==> src/rtl/spi_flash_read_seq_if.sv <==
// Bus bundle for spi_flash_read_seq: read-request channel, read-data stream
// and the APB master port towards the SPI master peripheral.
// master = the sequencer side, slave = the surrounding system.
`timescale 1ns/1ps
interface spi_flash_read_seq_if #(
    parameter int APB_ADDR_WIDTH = 12,
    parameter int CNT_W          = 10
);
    logic                      req_valid;
    logic                      req_ready;
    logic [23:0]               req_addr;
    logic [CNT_W-1:0]          req_words;
    logic                      req_quad;
    logic [1:0]                req_cs;
    logic [31:0]               rd_data;
    logic                      rd_valid;
    logic                      rd_ready;
    logic                      done;
    logic                      err;
    logic [APB_ADDR_WIDTH-1:0] PADDR;
    logic [31:0]               PWDATA;
    logic                      PWRITE;
    logic                      PSEL;
    logic                      PENABLE;
    logic [31:0]               PRDATA;
    logic                      PREADY;
    logic                      PSLVERR;

    modport master (
        input  req_valid, req_addr, req_words, req_quad, req_cs, rd_ready,
               PRDATA, PREADY, PSLVERR,
        output req_ready, rd_data, rd_valid, done, err,
               PADDR, PWDATA, PWRITE, PSEL, PENABLE
    );

    modport slave (
        output req_valid, req_addr, req_words, req_quad, req_cs, rd_ready,
               PRDATA, PREADY, PSLVERR,
        input  req_ready, rd_data, rd_valid, done, err,
               PADDR, PWDATA, PWRITE, PSEL, PENABLE
    );
endinterface

==> src/rtl/spi_flash_read_seq.sv <==
// spi_flash_read_seq: APB master that programs the SPI master for one flash
// read (single 0x03 or quad 0xEB), drains its RX FIFO into a valid/ready
// stream and pulses done. Every APB access starts with a PSEL-low gap cycle,
// then SETUP, then ACCESS held until PREADY.
// Optional build macro SPI_SEQ_TIMEOUT_EN adds a polling watchdog.
`timescale 1ns/1ps
module spi_flash_read_seq #(
    parameter int APB_ADDR_WIDTH = 12,
    parameter int CNT_W          = 10,
    parameter int DUMMY_QRD      = 8,
    parameter int TO_CYCLES      = 65535
) (
    input logic                  HCLK,
    input logic                  HRESET,
    spi_flash_read_seq_if.master bus
);
    localparam logic [5:0] OFS_STATUS = 6'h00;
    localparam logic [5:0] OFS_CMD    = 6'h08;
    localparam logic [5:0] OFS_ADR    = 6'h0C;
    localparam logic [5:0] OFS_LEN    = 6'h10;
    localparam logic [5:0] OFS_DUM    = 6'h14;
    localparam logic [5:0] OFS_RXF    = 6'h20;

    typedef enum logic [3:0] {
        S_IDLE, S_W_LEN, S_W_CMD, S_W_ADR, S_W_DUM, S_W_GO, S_POLL_RX,
        S_R_FIFO, S_PUSH, S_POLL_EOT, S_ERR_RST, S_DONE
    } state_t;

    function automatic logic [3:0] f_cs_onehot(input logic [1:0] cs);
        logic [3:0] oh;
        case (cs)
            2'd0:    oh = 4'b0001;
            2'd1:    oh = 4'b0010;
            2'd2:    oh = 4'b0100;
            2'd3:    oh = 4'b1000;
            default: oh = 4'b0000;
        endcase
        return oh;
    endfunction

    state_t                    r_state, w_state_nx;
    logic                      r_psel, w_psel_nx, r_penable, w_penable_nx;
    logic                      r_pwrite, w_pwrite_nx;
    logic [APB_ADDR_WIDTH-1:0] r_paddr, w_paddr_nx;
    logic [31:0]               r_pwdata, w_pwdata_nx;
    logic [23:0]               r_addr, w_addr_nx;
    logic [CNT_W-1:0]          r_words, w_words_nx, r_remain, w_remain_nx;
    logic                      r_quad, w_quad_nx;
    logic [1:0]                r_cs, w_cs_nx;
    logic [31:0]               r_rd_data, w_rd_data_nx;
    logic                      r_rd_valid, w_rd_valid_nx, r_done, w_done_nx;
    logic                      r_err, w_err_nx, r_req_ready, w_req_ready_nx;

    logic [5:0]                w_acc_off;
    logic                      w_acc_wr;
    logic [31:0]               w_acc_wdata;
    logic [15:0]               w_len_data;
    logic                      w_polling;
    logic                      w_timeout;

    // Data length in bits; wider counts simply wrap in the 16-bit field.
    assign w_len_data = 16'({r_words, 5'b00000});
    assign w_polling  = (r_state == S_POLL_RX) || (r_state == S_POLL_EOT);

`ifdef SPI_SEQ_TIMEOUT_EN
    logic [15:0] r_wdog, w_wdog_nx;

    // Count cycles stuck in a poll state; any exit (FIFO pop, idle seen) restarts it.
    always_comb begin
        w_wdog_nx = 16'h0000;
        if (w_polling && (r_wdog != 16'hFFFF)) begin
            w_wdog_nx = r_wdog + 16'h0001;
        end else if (w_polling) begin
            w_wdog_nx = r_wdog;
        end else begin
            w_wdog_nx = 16'h0000;
        end
    end

    // Watchdog counter register.
    always_ff @(posedge HCLK or posedge HRESET) begin
        if (HRESET) begin
            r_wdog <= 16'h0000;
        end else begin
            r_wdog <= w_wdog_nx;
        end
    end

    assign w_timeout = w_polling && (r_wdog >= 16'(TO_CYCLES));
`else
    assign w_timeout = 1'b0;
`endif

    // Decode which SPI master register the current state touches and with what.
    always_comb begin
        w_acc_off   = OFS_STATUS;
        w_acc_wr    = 1'b0;
        w_acc_wdata = 32'h0000_0000;
        case (r_state)
            S_W_LEN:   begin w_acc_off = OFS_LEN; w_acc_wr = 1'b1;
                             w_acc_wdata = {w_len_data, 2'b00, 6'd24, 2'b00, 6'd8}; end
            S_W_CMD:   begin w_acc_off = OFS_CMD; w_acc_wr = 1'b1;
                             w_acc_wdata = {(r_quad ? 8'hEB : 8'h03), 24'h00_0000}; end
            S_W_ADR:   begin w_acc_off = OFS_ADR; w_acc_wr = 1'b1;
                             w_acc_wdata = {r_addr, 8'h00}; end
            S_W_DUM:   begin w_acc_off = OFS_DUM; w_acc_wr = 1'b1;
                             w_acc_wdata = r_quad ? 32'(DUMMY_QRD) : 32'h0000_0000; end
            S_W_GO:    begin w_acc_off = OFS_STATUS; w_acc_wr = 1'b1;
                             w_acc_wdata = {20'h0_0000, f_cs_onehot(r_cs), 5'b00000,
                                            r_quad, 1'b0, ~r_quad}; end
            S_R_FIFO:  begin w_acc_off = OFS_RXF; end
            S_ERR_RST: begin w_acc_off = OFS_STATUS; w_acc_wr = 1'b1;
                             w_acc_wdata = 32'h0000_0010; end
            default:   begin w_acc_off = OFS_STATUS; end
        endcase
    end

    // Next-state and next-output logic for the sequencer and its APB phases.
    always_comb begin
        w_state_nx     = r_state;
        w_psel_nx      = r_psel;
        w_penable_nx   = r_penable;
        w_pwrite_nx    = r_pwrite;
        w_paddr_nx     = r_paddr;
        w_pwdata_nx    = r_pwdata;
        w_addr_nx      = r_addr;
        w_words_nx     = r_words;
        w_remain_nx    = r_remain;
        w_quad_nx      = r_quad;
        w_cs_nx        = r_cs;
        w_rd_data_nx   = r_rd_data;
        w_rd_valid_nx  = r_rd_valid;
        w_done_nx      = 1'b0;
        w_err_nx       = r_err;
        w_req_ready_nx = r_req_ready;
        case (r_state)
            S_IDLE: begin
                w_req_ready_nx = 1'b1;
                if (bus.req_valid && r_req_ready) begin
                    w_addr_nx      = bus.req_addr;
                    w_words_nx     = bus.req_words;
                    w_remain_nx    = bus.req_words;
                    w_quad_nx      = bus.req_quad;
                    w_cs_nx        = bus.req_cs;
                    w_err_nx       = 1'b0;
                    w_req_ready_nx = 1'b0;
                    w_state_nx     = S_W_LEN;
                end else begin
                    w_state_nx = S_IDLE;
                end
            end
            S_PUSH: begin
                if (bus.rd_ready) begin
                    w_rd_valid_nx = 1'b0;
                    w_remain_nx   = r_remain - {{(CNT_W-1){1'b0}}, 1'b1};
                    w_state_nx    = (r_remain == {{(CNT_W-1){1'b0}}, 1'b1}) ? S_POLL_EOT : S_POLL_RX;
                end else begin
                    w_state_nx = S_PUSH;
                end
            end
            S_DONE: begin
                w_req_ready_nx = 1'b1;
                w_state_nx     = S_IDLE;
            end
            default: begin
                // Every remaining state runs exactly one APB access.
                if (!r_psel) begin
                    if (w_timeout) begin
                        w_err_nx   = 1'b1;
                        w_state_nx = S_ERR_RST;
                    end else begin
                        w_psel_nx    = 1'b1;
                        w_penable_nx = 1'b0;
                        w_pwrite_nx  = w_acc_wr;
                        w_paddr_nx   = APB_ADDR_WIDTH'(w_acc_off);
                        w_pwdata_nx  = w_acc_wdata;
                    end
                end else if (!r_penable) begin
                    w_penable_nx = 1'b1;
                end else if (bus.PREADY) begin
                    w_psel_nx    = 1'b0;
                    w_penable_nx = 1'b0;
                    w_pwrite_nx  = 1'b0;
                    if (bus.PSLVERR && (r_state != S_ERR_RST)) begin
                        w_err_nx   = 1'b1;
                        w_state_nx = S_ERR_RST;
                    end else begin
                        case (r_state)
                            S_W_LEN:    w_state_nx = S_W_CMD;
                            S_W_CMD:    w_state_nx = S_W_ADR;
                            S_W_ADR:    w_state_nx = S_W_DUM;
                            S_W_DUM:    w_state_nx = S_W_GO;
                            S_W_GO:     w_state_nx = (r_remain == {CNT_W{1'b0}}) ? S_POLL_EOT : S_POLL_RX;
                            S_POLL_RX:  w_state_nx = (bus.PRDATA[23:16] != 8'h00) ? S_R_FIFO : S_POLL_RX;
                            S_R_FIFO: begin
                                w_rd_data_nx  = bus.PRDATA;
                                w_rd_valid_nx = 1'b1;
                                w_state_nx    = S_PUSH;
                            end
                            S_POLL_EOT: begin
                                w_done_nx  = bus.PRDATA[0];
                                w_state_nx = bus.PRDATA[0] ? S_DONE : S_POLL_EOT;
                            end
                            S_ERR_RST: begin
                                w_done_nx  = 1'b1;
                                w_state_nx = S_DONE;
                            end
                            default:    w_state_nx = S_IDLE;
                        endcase
                    end
                end else begin
                    w_psel_nx = r_psel;
                end
            end
        endcase
    end

    // State register plus all registered outputs; reset abandons any transfer.
    always_ff @(posedge HCLK or posedge HRESET) begin
        if (HRESET) begin
            r_state     <= S_IDLE;
            r_psel      <= 1'b0;
            r_penable   <= 1'b0;
            r_pwrite    <= 1'b0;
            r_paddr     <= {APB_ADDR_WIDTH{1'b0}};
            r_pwdata    <= 32'h0000_0000;
            r_addr      <= 24'h00_0000;
            r_words     <= {CNT_W{1'b0}};
            r_remain    <= {CNT_W{1'b0}};
            r_quad      <= 1'b0;
            r_cs        <= 2'd0;
            r_rd_data   <= 32'h0000_0000;
            r_rd_valid  <= 1'b0;
            r_done      <= 1'b0;
            r_err       <= 1'b0;
            r_req_ready <= 1'b1;
        end else begin
            r_state     <= w_state_nx;
            r_psel      <= w_psel_nx;
            r_penable   <= w_penable_nx;
            r_pwrite    <= w_pwrite_nx;
            r_paddr     <= w_paddr_nx;
            r_pwdata    <= w_pwdata_nx;
            r_addr      <= w_addr_nx;
            r_words     <= w_words_nx;
            r_remain    <= w_remain_nx;
            r_quad      <= w_quad_nx;
            r_cs        <= w_cs_nx;
            r_rd_data   <= w_rd_data_nx;
            r_rd_valid  <= w_rd_valid_nx;
            r_done      <= w_done_nx;
            r_err       <= w_err_nx;
            r_req_ready <= w_req_ready_nx;
        end
    end

    assign bus.PSEL      = r_psel;
    assign bus.PENABLE   = r_penable;
    assign bus.PWRITE    = r_pwrite;
    assign bus.PADDR     = r_paddr;
    assign bus.PWDATA    = r_pwdata;
    assign bus.rd_data   = r_rd_data;
    assign bus.rd_valid  = r_rd_valid;
    assign bus.done      = r_done;
    assign bus.err       = r_err;
    assign bus.req_ready = r_req_ready;
endmodule

==> src/flat_wrapper.sv <==
// flat-port wrapper written by rule: the top's interface ports become plain ports
module spi_flash_read_seq_flat 
#(
    parameter int APB_ADDR_WIDTH = 12,
    parameter int CNT_W          = 10,
    parameter int DUMMY_QRD      = 8,
    parameter int TO_CYCLES      = 65535
)
  (HCLK, HRESET, bus_req_valid, bus_req_addr, bus_req_words, bus_req_quad, bus_req_cs, bus_rd_ready, bus_PRDATA, bus_PREADY, bus_PSLVERR, bus_req_ready, bus_rd_data, bus_rd_valid, bus_done, bus_err, bus_PADDR, bus_PWDATA, bus_PWRITE, bus_PSEL, bus_PENABLE);
  spi_flash_read_seq_if #(.APB_ADDR_WIDTH(APB_ADDR_WIDTH), .CNT_W(CNT_W)) bus_i ();
  input logic HCLK;
  input logic HRESET;
  input wire logic [$bits(bus_i.req_valid)-1:0] bus_req_valid;
  input wire logic [$bits(bus_i.req_addr)-1:0] bus_req_addr;
  input wire logic [$bits(bus_i.req_words)-1:0] bus_req_words;
  input wire logic [$bits(bus_i.req_quad)-1:0] bus_req_quad;
  input wire logic [$bits(bus_i.req_cs)-1:0] bus_req_cs;
  input wire logic [$bits(bus_i.rd_ready)-1:0] bus_rd_ready;
  input wire logic [$bits(bus_i.PRDATA)-1:0] bus_PRDATA;
  input wire logic [$bits(bus_i.PREADY)-1:0] bus_PREADY;
  input wire logic [$bits(bus_i.PSLVERR)-1:0] bus_PSLVERR;
  output wire logic [$bits(bus_i.req_ready)-1:0] bus_req_ready;
  output wire logic [$bits(bus_i.rd_data)-1:0] bus_rd_data;
  output wire logic [$bits(bus_i.rd_valid)-1:0] bus_rd_valid;
  output wire logic [$bits(bus_i.done)-1:0] bus_done;
  output wire logic [$bits(bus_i.err)-1:0] bus_err;
  output wire logic [$bits(bus_i.PADDR)-1:0] bus_PADDR;
  output wire logic [$bits(bus_i.PWDATA)-1:0] bus_PWDATA;
  output wire logic [$bits(bus_i.PWRITE)-1:0] bus_PWRITE;
  output wire logic [$bits(bus_i.PSEL)-1:0] bus_PSEL;
  output wire logic [$bits(bus_i.PENABLE)-1:0] bus_PENABLE;
  assign bus_i.req_valid = bus_req_valid;
  assign bus_i.req_addr = bus_req_addr;
  assign bus_i.req_words = bus_req_words;
  assign bus_i.req_quad = bus_req_quad;
  assign bus_i.req_cs = bus_req_cs;
  assign bus_i.rd_ready = bus_rd_ready;
  assign bus_i.PRDATA = bus_PRDATA;
  assign bus_i.PREADY = bus_PREADY;
  assign bus_i.PSLVERR = bus_PSLVERR;
  assign bus_req_ready = bus_i.req_ready;
  assign bus_rd_data = bus_i.rd_data;
  assign bus_rd_valid = bus_i.rd_valid;
  assign bus_done = bus_i.done;
  assign bus_err = bus_i.err;
  assign bus_PADDR = bus_i.PADDR;
  assign bus_PWDATA = bus_i.PWDATA;
  assign bus_PWRITE = bus_i.PWRITE;
  assign bus_PSEL = bus_i.PSEL;
  assign bus_PENABLE = bus_i.PENABLE;
  spi_flash_read_seq #(.APB_ADDR_WIDTH(APB_ADDR_WIDTH), .CNT_W(CNT_W), .DUMMY_QRD(DUMMY_QRD), .TO_CYCLES(TO_CYCLES)) u_core (.HCLK(HCLK), .HRESET(HRESET), .bus(bus_i));
endmodule
==> config.mk <==
export PLATFORM = sky130hd
export DESIGN_NAME = spi_flash_read_seq_flat
export DESIGN_NICKNAME = d
export VERILOG_FILES = /design/src/rtl/spi_flash_read_seq_if.sv /design/src/rtl/spi_flash_read_seq.sv /design/src/flat_wrapper.sv
export SDC_FILE = /design/constraint.sdc
export NUM_CORES = 1
export LEC_CHECK = 0
export CAP_MARGIN = 20
export CELL_PAD_IN_SITES_DETAIL_PLACEMENT = 1
export CELL_PAD_IN_SITES_GLOBAL_PLACEMENT = 1
export CORE_MARGIN = 5
export CORE_UTILIZATION = 33
export DETAILED_ROUTE_END_ITERATION = 6
export GPL_ROUTABILITY_DRIVEN = 0
export PLACE_DENSITY = 0.75
export SETUP_SLACK_MARGIN = 0.2
export SKIP_LAST_GASP = 1
export SLEW_MARGIN = 30
export SYNTH_ARGS = -nofsm -noshare
export SYNTH_HDL_FRONTEND = slang
export SYNTH_SLANG_ARGS = --single-unit
==> constraint.sdc <==
create_clock -name HCLK -period 3.5 [get_ports HCLK]
set_clock_uncertainty 0.15 [all_clocks]
set_input_delay 0.35 -clock HCLK [delete_from_list [all_inputs] [get_ports HCLK]]
set_output_delay 0.35 -clock HCLK [all_outputs]
set_load 0.05 [all_outputs]
==> summary.md, run 1 <==
| Metric | Value |
|---|---|
| Worst Reg-to-Reg Cells | `5` |
| Initial antenna violation count | `0` |
| Detailed-route via count | `4671` |
| Final Cycle Share | `0.689` |
| DRC errors left | `0` |
| Yosys cell types | `69` |
| Final wirelength | `16.5 mm` |
| Crit path launch type | `flop` |
| Post-Syn Area | `0.00571 mm2` |
| Yosys reg bits | `122` |
| Post-synth top area share | `0.531` |
| Core area | `0.0171 mm2` |
| R2R Setup Slk | `1.09 ns` |
| DP Wirelength | `12.3 mm` |
| Final cell count without fillers | `949` |
| Number of top-level pins | `158` |
| Area of the die | `0.0200 mm2` |
| Number of synthesized flops with an enable pin | `0` |
| Setup crit end | `u_core.r_remain[3]$_DFFE_PP0P_` |
| Drt first pass iters | `4` |
| Footprint of the multi-input gates | `0.00233 mm2` |
| Setup tns final | `0 ns` |
| Biggest area consumer among synthesized cells | `dfrtp_1` |
| Vias in the first global route | `5121` |
| Antenna Cells | `0` |
| Mapped Cells | `571` |
| Setup crit start | `u_core.r_state[2]$_DFFE_PP0P_` |
| 1st-iter DRT viols | `232` |
| Outcome | `complete, no violations` |
| Worst vdd ir | `0.000415 V` |
| Max clock buf depth | `2` |
| Async set-or-reset flop fraction in the synthesized netlist | `1.00` |
| RSZ-0062 raised after global routing | `no` |
| Synth-to-layout area growth | `36.9%` |
| Max-slew violations | `0` |
| Synth warn | `0` |
| Least-Margin Pin Slew | `0.884 ns` |
| Cts hold-fix bufs | `0` |
| Via density | `4.92` |
| Setup violations, final | `0` |
| Number of fill cells | `1923` |
| Slew headroom | `0.409` |
| Synth top area cells | `dfrtp_1, nand2_1, mux2_2` |
| Minimum clock period | `2.41 ns` |
| Initial Utilization | `0.333` |
| Post-route core utilization | `0.456` |
| H-tree levels | `4` |
| Hold Crit Class | `input pin to asynchronous set/reset pin` |
| Inst Count DP | `917` |
| Mean Syn Cell Area | `9.99 um2` |
| Root buf cell | `clkbuf_16` |
| Clock Sinks | `122` |
| Worst EP arrival | `2.52 ns` |
| GRT overflow | `0` |
| Most frequent cells after synthesis | `nand2_1, dfrtp_1, mux2_2, nor2_1, o21ai_0` |
| FF/Latch Area | `0.00305 mm2` |
| Worst EP required | `3.61 ns` |
| Post-CTS setup buffers | `0` |
| Drt wl/cell | `17.4 um` |
| Seq/Total Area, Yosys | `0.535` |
| Antenna Nets Post-Route | `0` |
| Layout cells sized above 1 | `0.116` |
| Die W | `141 um` |
| # nets final | `789` |
| Clk pin slew, worst setup/hold paths | `0.05 ns` |
| # resized after CTS | `0` |
| All-layer global routing usage | `0.170` |
| Ys flop type | `dfrtp_1` |
| Row cnt | `48` |
| Leakage | `3.48 nW` |
| Total clock buffers created by CTS | `17` |
| Die height | `141 um` |
| Buffers on Ports | `145` |
| Most common cell in the netlist | `nand2_1` |
| R2R Path End | `u_core.r_remain[3]$_DFFE_PP0P_` |
| Final hold violations | `0` |
| CTS tree | `built` |
| Largest net degree at the start of global routing | `83` |
| Maximum Capacitance Violations | `0` |
| Power Density | `941 mW/mm2` |
| Worst-skew pair later-pin latency | `0.41 ns` |
| CP Class | `flop to flop` |
| Global-route wire length before repair | `27.0 mm` |
| Worst setup EP type | `flop` |
| Worst R2R Start | `u_core.r_state[2]$_DFFE_PP0P_` |
| Fmax | `415 MHz` |
| CP max FO | `17` |
-- routing by layer --
layer,vias to the layer above,global-route usage,routed length (um)
met5,-,0,0
met2,88,0.305,8790
met4,0,0.0500,201
met3,13,0.0357,599
li1,2217,-,-
met1,2353,0.206,6940
-- stage by stage --
stage / total power [mW] / instance area, um2 / worst slack (ns) / hold WS [ns]
floorplan: 4.70 / 5750 / 1.48 / 0.290
CTS: 7.42 / 7810 / 1.07 / 0.296
finish: 7.35 / 7810 / 1.09 / 0.260
global route: 7.78 / 7810 / 0.799 / 0.300
global placement: 5.67 / 7270 / 1.17 / 0.307
detailed placement: 5.78 / 7270 / 1.10 / 0.316
-- worst max-delay path, stage by stage (launching register included) --
cell     delay (ns)
dfrtp_1        0.55
buf_4          0.28
nor4b_4        0.55
a22oi_2        0.36
o21ai_0        0.27
o21ai_1        0.10
-- registers in the layout, summed over array words and instances (netlist names), 2 cells and up --
register            flops
u_core.bus.rd_data     32
u_core.bus.PWDATA      28
u_core.r_addr          24
u_core.r_remain        10
u_core.r_words         10
u_core.bus.PADDR        4
u_core.r_state          4
u_core.r_cs             2
-- how the worst min path moves through the flow --
stage                                  start                            end  slack [ns]  cells after the start
5_1_grt                               HRESET      u_core.bus.done$_DFF_PP0_        0.30                      3
6_report                              HRESET    u_core.bus.PSEL$_DFFE_PP0N_        0.26                      3
2_1_floorplan  u_core.r_addr[19]$_DFFE_PP0P_  u_core.r_addr[19]$_DFFE_PP0P_        0.29                      2
3_5_place_dp   u_core.r_words[4]$_DFFE_PP0P_  u_core.r_words[4]$_DFFE_PP0P_        0.32                      2
4_1_cts                               HRESET    u_core.bus.PSEL$_DFFE_PP0N_        0.30                      3
3_3_place_gp   u_core.r_addr[11]$_DFFE_PP0P_  u_core.r_addr[11]$_DFFE_PP0P_        0.31                      2
-- placed cells by master, fill, tap and decap left out, types with 12 or more instances in the layout --
cell type,netlist,final
mux2_2,29,29
clkdlybuf4s50_1,0,145
a21oi_1,19,19
clkbuf_16,0,17
nor2_1,25,25
o21ai_1,19,19
o21ai_0,25,25
conb_1,1,12
dfrtp_1,121,121
nand2_1,154,154
-- power breakdown --
group / internal (mW) / switching [mW] / total [mW]
sequential: 1.97 / 0.453 / 2.42
combinational: 1.18 / 2.15 / 3.33
clock: 1.00 / 0.595 / 1.60
total: 4.15 / 3.20 / 7.35
-- kinds of logic after synthesis --
group,synth area share
muxes,0.0726
buffers and inverters,0.0629
other,0.000657
DFF,0.535
AOI/OAI and AO/OA,0.128
adders and majority gates,0.00658
and+or+nand+nor,0.194
-- layout make-up --
cell class / count / share of cell area
clock inverters: 9 / 0.00929
multi-input cells: 401 / 0.299
clock buffers: 23 / 0.0599
repair buffers: 157 / 0.199
flip-flops and latches: 122 / 0.391
well taps: 225 / 0.0360
inverters: 12 / 0.00625
Note: power is estimated with default switching activity, not from simulation.
==> run 2: changes to the inputs <==
Settings changed: CORE_UTILIZATION 33 to 37, PLACE_DENSITY 0.75 to 0.8.
Clock period 3.5 ns to 2.35 ns, I/O delays scaled along.
==> summary.md, run 2 (same netlist as run 1, synthesis figures left out) <==
| Metric | Value |
|---|---|
| Outcome | `complete, no violations` |
| CP Class | `flop to flop` |
| Worst-skew pair later-pin latency | `0.41 ns` |
| Max-slew violations | `0` |
| Commonest non-fill, non-tap cells in the layout | `nand2_1, clkdlybuf4s50_1, dfrtp_1, mux2_2` |
| Final instance area | `0.00800 mm2` |
| Max clock buf depth | `2` |
| All-layer global routing usage | `0.195` |
| Switching pwr | `4.87 mW` |
| Global-route wire length before repair | `27.6 mm` |
| H-tree levels | `4` |
| Number of top-level pins | `158` |
| FF/Latch Area | `0.00306 mm2` |
| Total clock buffers created by CTS | `17` |
| Crit path launch type | `flop` |
| GRT overflow | `0` |
| Worst EP arrival | `2.25 ns` |
| Die height | `134 um` |
| R2R Setup Slk | `0.27 ns` |
| Footprint of the multi-input gates | `0.00233 mm2` |
| Placed cell area | `0.00735 mm2` |
| Worst vdd ir | `0.000784 V` |
| Drt wl/cell | `18.7 um` |
| CP max FO | `17` |
| Area of the die | `0.0180 mm2` |
| Die W | `134 um` |
| Via density | `5.21` |
| Worst setup EP type | `flop` |
| Worst EP required | `2.52 ns` |
| Hold Crit Class | `input pin to asynchronous set/reset pin` |
| Buffers on Ports | `145` |
| 1st-iter DRT viols | `184` |
| Minimum clock period | `2.08 ns` |
| Row cnt | `45` |
| WHS | `0.205 ns` |
| Switching share of power | `0.426` |
| Pre-CTS setup slack | `0.141 ns` |
| Fmax | `481 MHz` |
| Core area | `0.0151 mm2` |
| Synth-to-layout area growth | `40.2%` |
| Final cell count without fillers | `927` |
| Maximum Capacitance Violations | `0` |
| Setup tns final | `0 ns` |
| Initial antenna violation count | `0` |
| DP Wirelength | `12.5 mm` |
| Root buf cell | `clkbuf_16` |
| Final wirelength | `17.4 mm` |
| # nets final | `805` |
| Largest net degree at the start of global routing | `123` |
| Power Density | `1430 mW/mm2` |
| Detailed-route via count | `4827` |
| Number of fill cells | `1671` |
| Int Power | `6.57 mW` |
| Antenna Nets Post-Route | `0` |
| Clk pin slew, worst setup/hold paths | `0.05 ns` |
| Final Cycle Share | `0.884` |
| Antenna Cells | `0` |
| CTS tree | `built` |
| Post-route core utilization | `0.528` |
| Final hold violations | `0` |
| Max FFs per register | `32` |
| Final total power | `11.4 mW` |
| Vias in the first global route | `5231` |
| Worst setup margin | `0.272 ns` |
| Clock Sinks | `122` |
| Initial Utilization | `0.377` |
| Reg power frac | `0.323` |
| Clock share of power | `0.230` |
| Inst Count DP | `891` |
| Layout cells sized above 1 | `0.139` |
| Leakage | `3.58 nW` |
| Setup violations, final | `0` |
| Slew headroom | `0.570` |
| Drt first pass iters | `4` |
| Commonest non-fill, non-tap cell in the layout | `nand2_1` |
| Least-Margin Pin Slew | `0.646 ns` |
| RSZ-0062 raised after global routing | `no` |
| Worst Reg-to-Reg Cells | `5` |
| Comb pwr share | `0.447` |
| DRC errors left | `0` |
## run 2: cell types whose count changed in the layout (fill, tap and decap cells not counted), moves of 4 or more
cell and delta:
dfrtp_1 -4, clkinv_2 -5, dfrtp_2 +4, buf_4 +12, buf_12 +4
## run 2: critical path, stage by stage (launching register included)
cell and delay (ns):
dfrtp_2 0.51, buf_4 0.21, nor4b_4 0.44, nand2_1 0.17, or2_0 0.27, a41oi_1 0.23
## run 2: final cells by class
class,instances,area share
sequential,122,0.383
multi-input combinational,401,0.292
timing repair buffer,173,0.215
clock buffer,24,0.0602
tap,188,0.0294
clock inverter,7,0.0144
inverter,12,0.00610
## run 2: power groups by stage
stage	clock network (mW)	logic, mW	registers, mW
global route	2.78	5.45	3.82
floorplan	0	2.17	4.83
CTS	2.68	5.13	3.69
global placement	0	4.89	3.63
detailed placement	0	5.06	3.71
finish	2.63	5.11	3.70
## run 2: repair_timing
action | in CTS | in global routing
hold buffers | 0 | 0
pin swaps | 1 | 1
gates resized for setup | 3 | 4
setup buffers | 4 | 1
setup endpoints to repair | 9 | 73
## run 2: worst paths after layout
| kind | from | to |
|---|---|---|
| worst max register to register | u_core.r_state[0]$_DFFE_PP0P_ | u_core.r_state[0]$_DFFE_PP0P_ |
| worst max-delay path | u_core.r_state[0]$_DFFE_PP0P_ | u_core.r_state[0]$_DFFE_PP0P_ |
| worst min-delay path | HRESET | u_core.bus.PWDATA[16]$_DFFE_PP0P_ |
| min in group HCLK | bus_req_addr[18] | u_core.r_addr[18]$_DFFE_PP0P_ |
| worst min register to register | u_core.r_addr[21]$_DFFE_PP0P_ | u_core.r_addr[21]$_DFFE_PP0P_ |
| max in group asynchronous | HRESET | u_core.r_state[3]$_DFFE_PP0P_ |
## run 2: routing by layer
layer,track usage,up-vias,routed length (um)
met4,0.0673,0,260
li1,-,2267,-
met1,0.236,2443,7170
met5,0,-,0
met2,0.345,101,9300
met3,0.0398,16,634
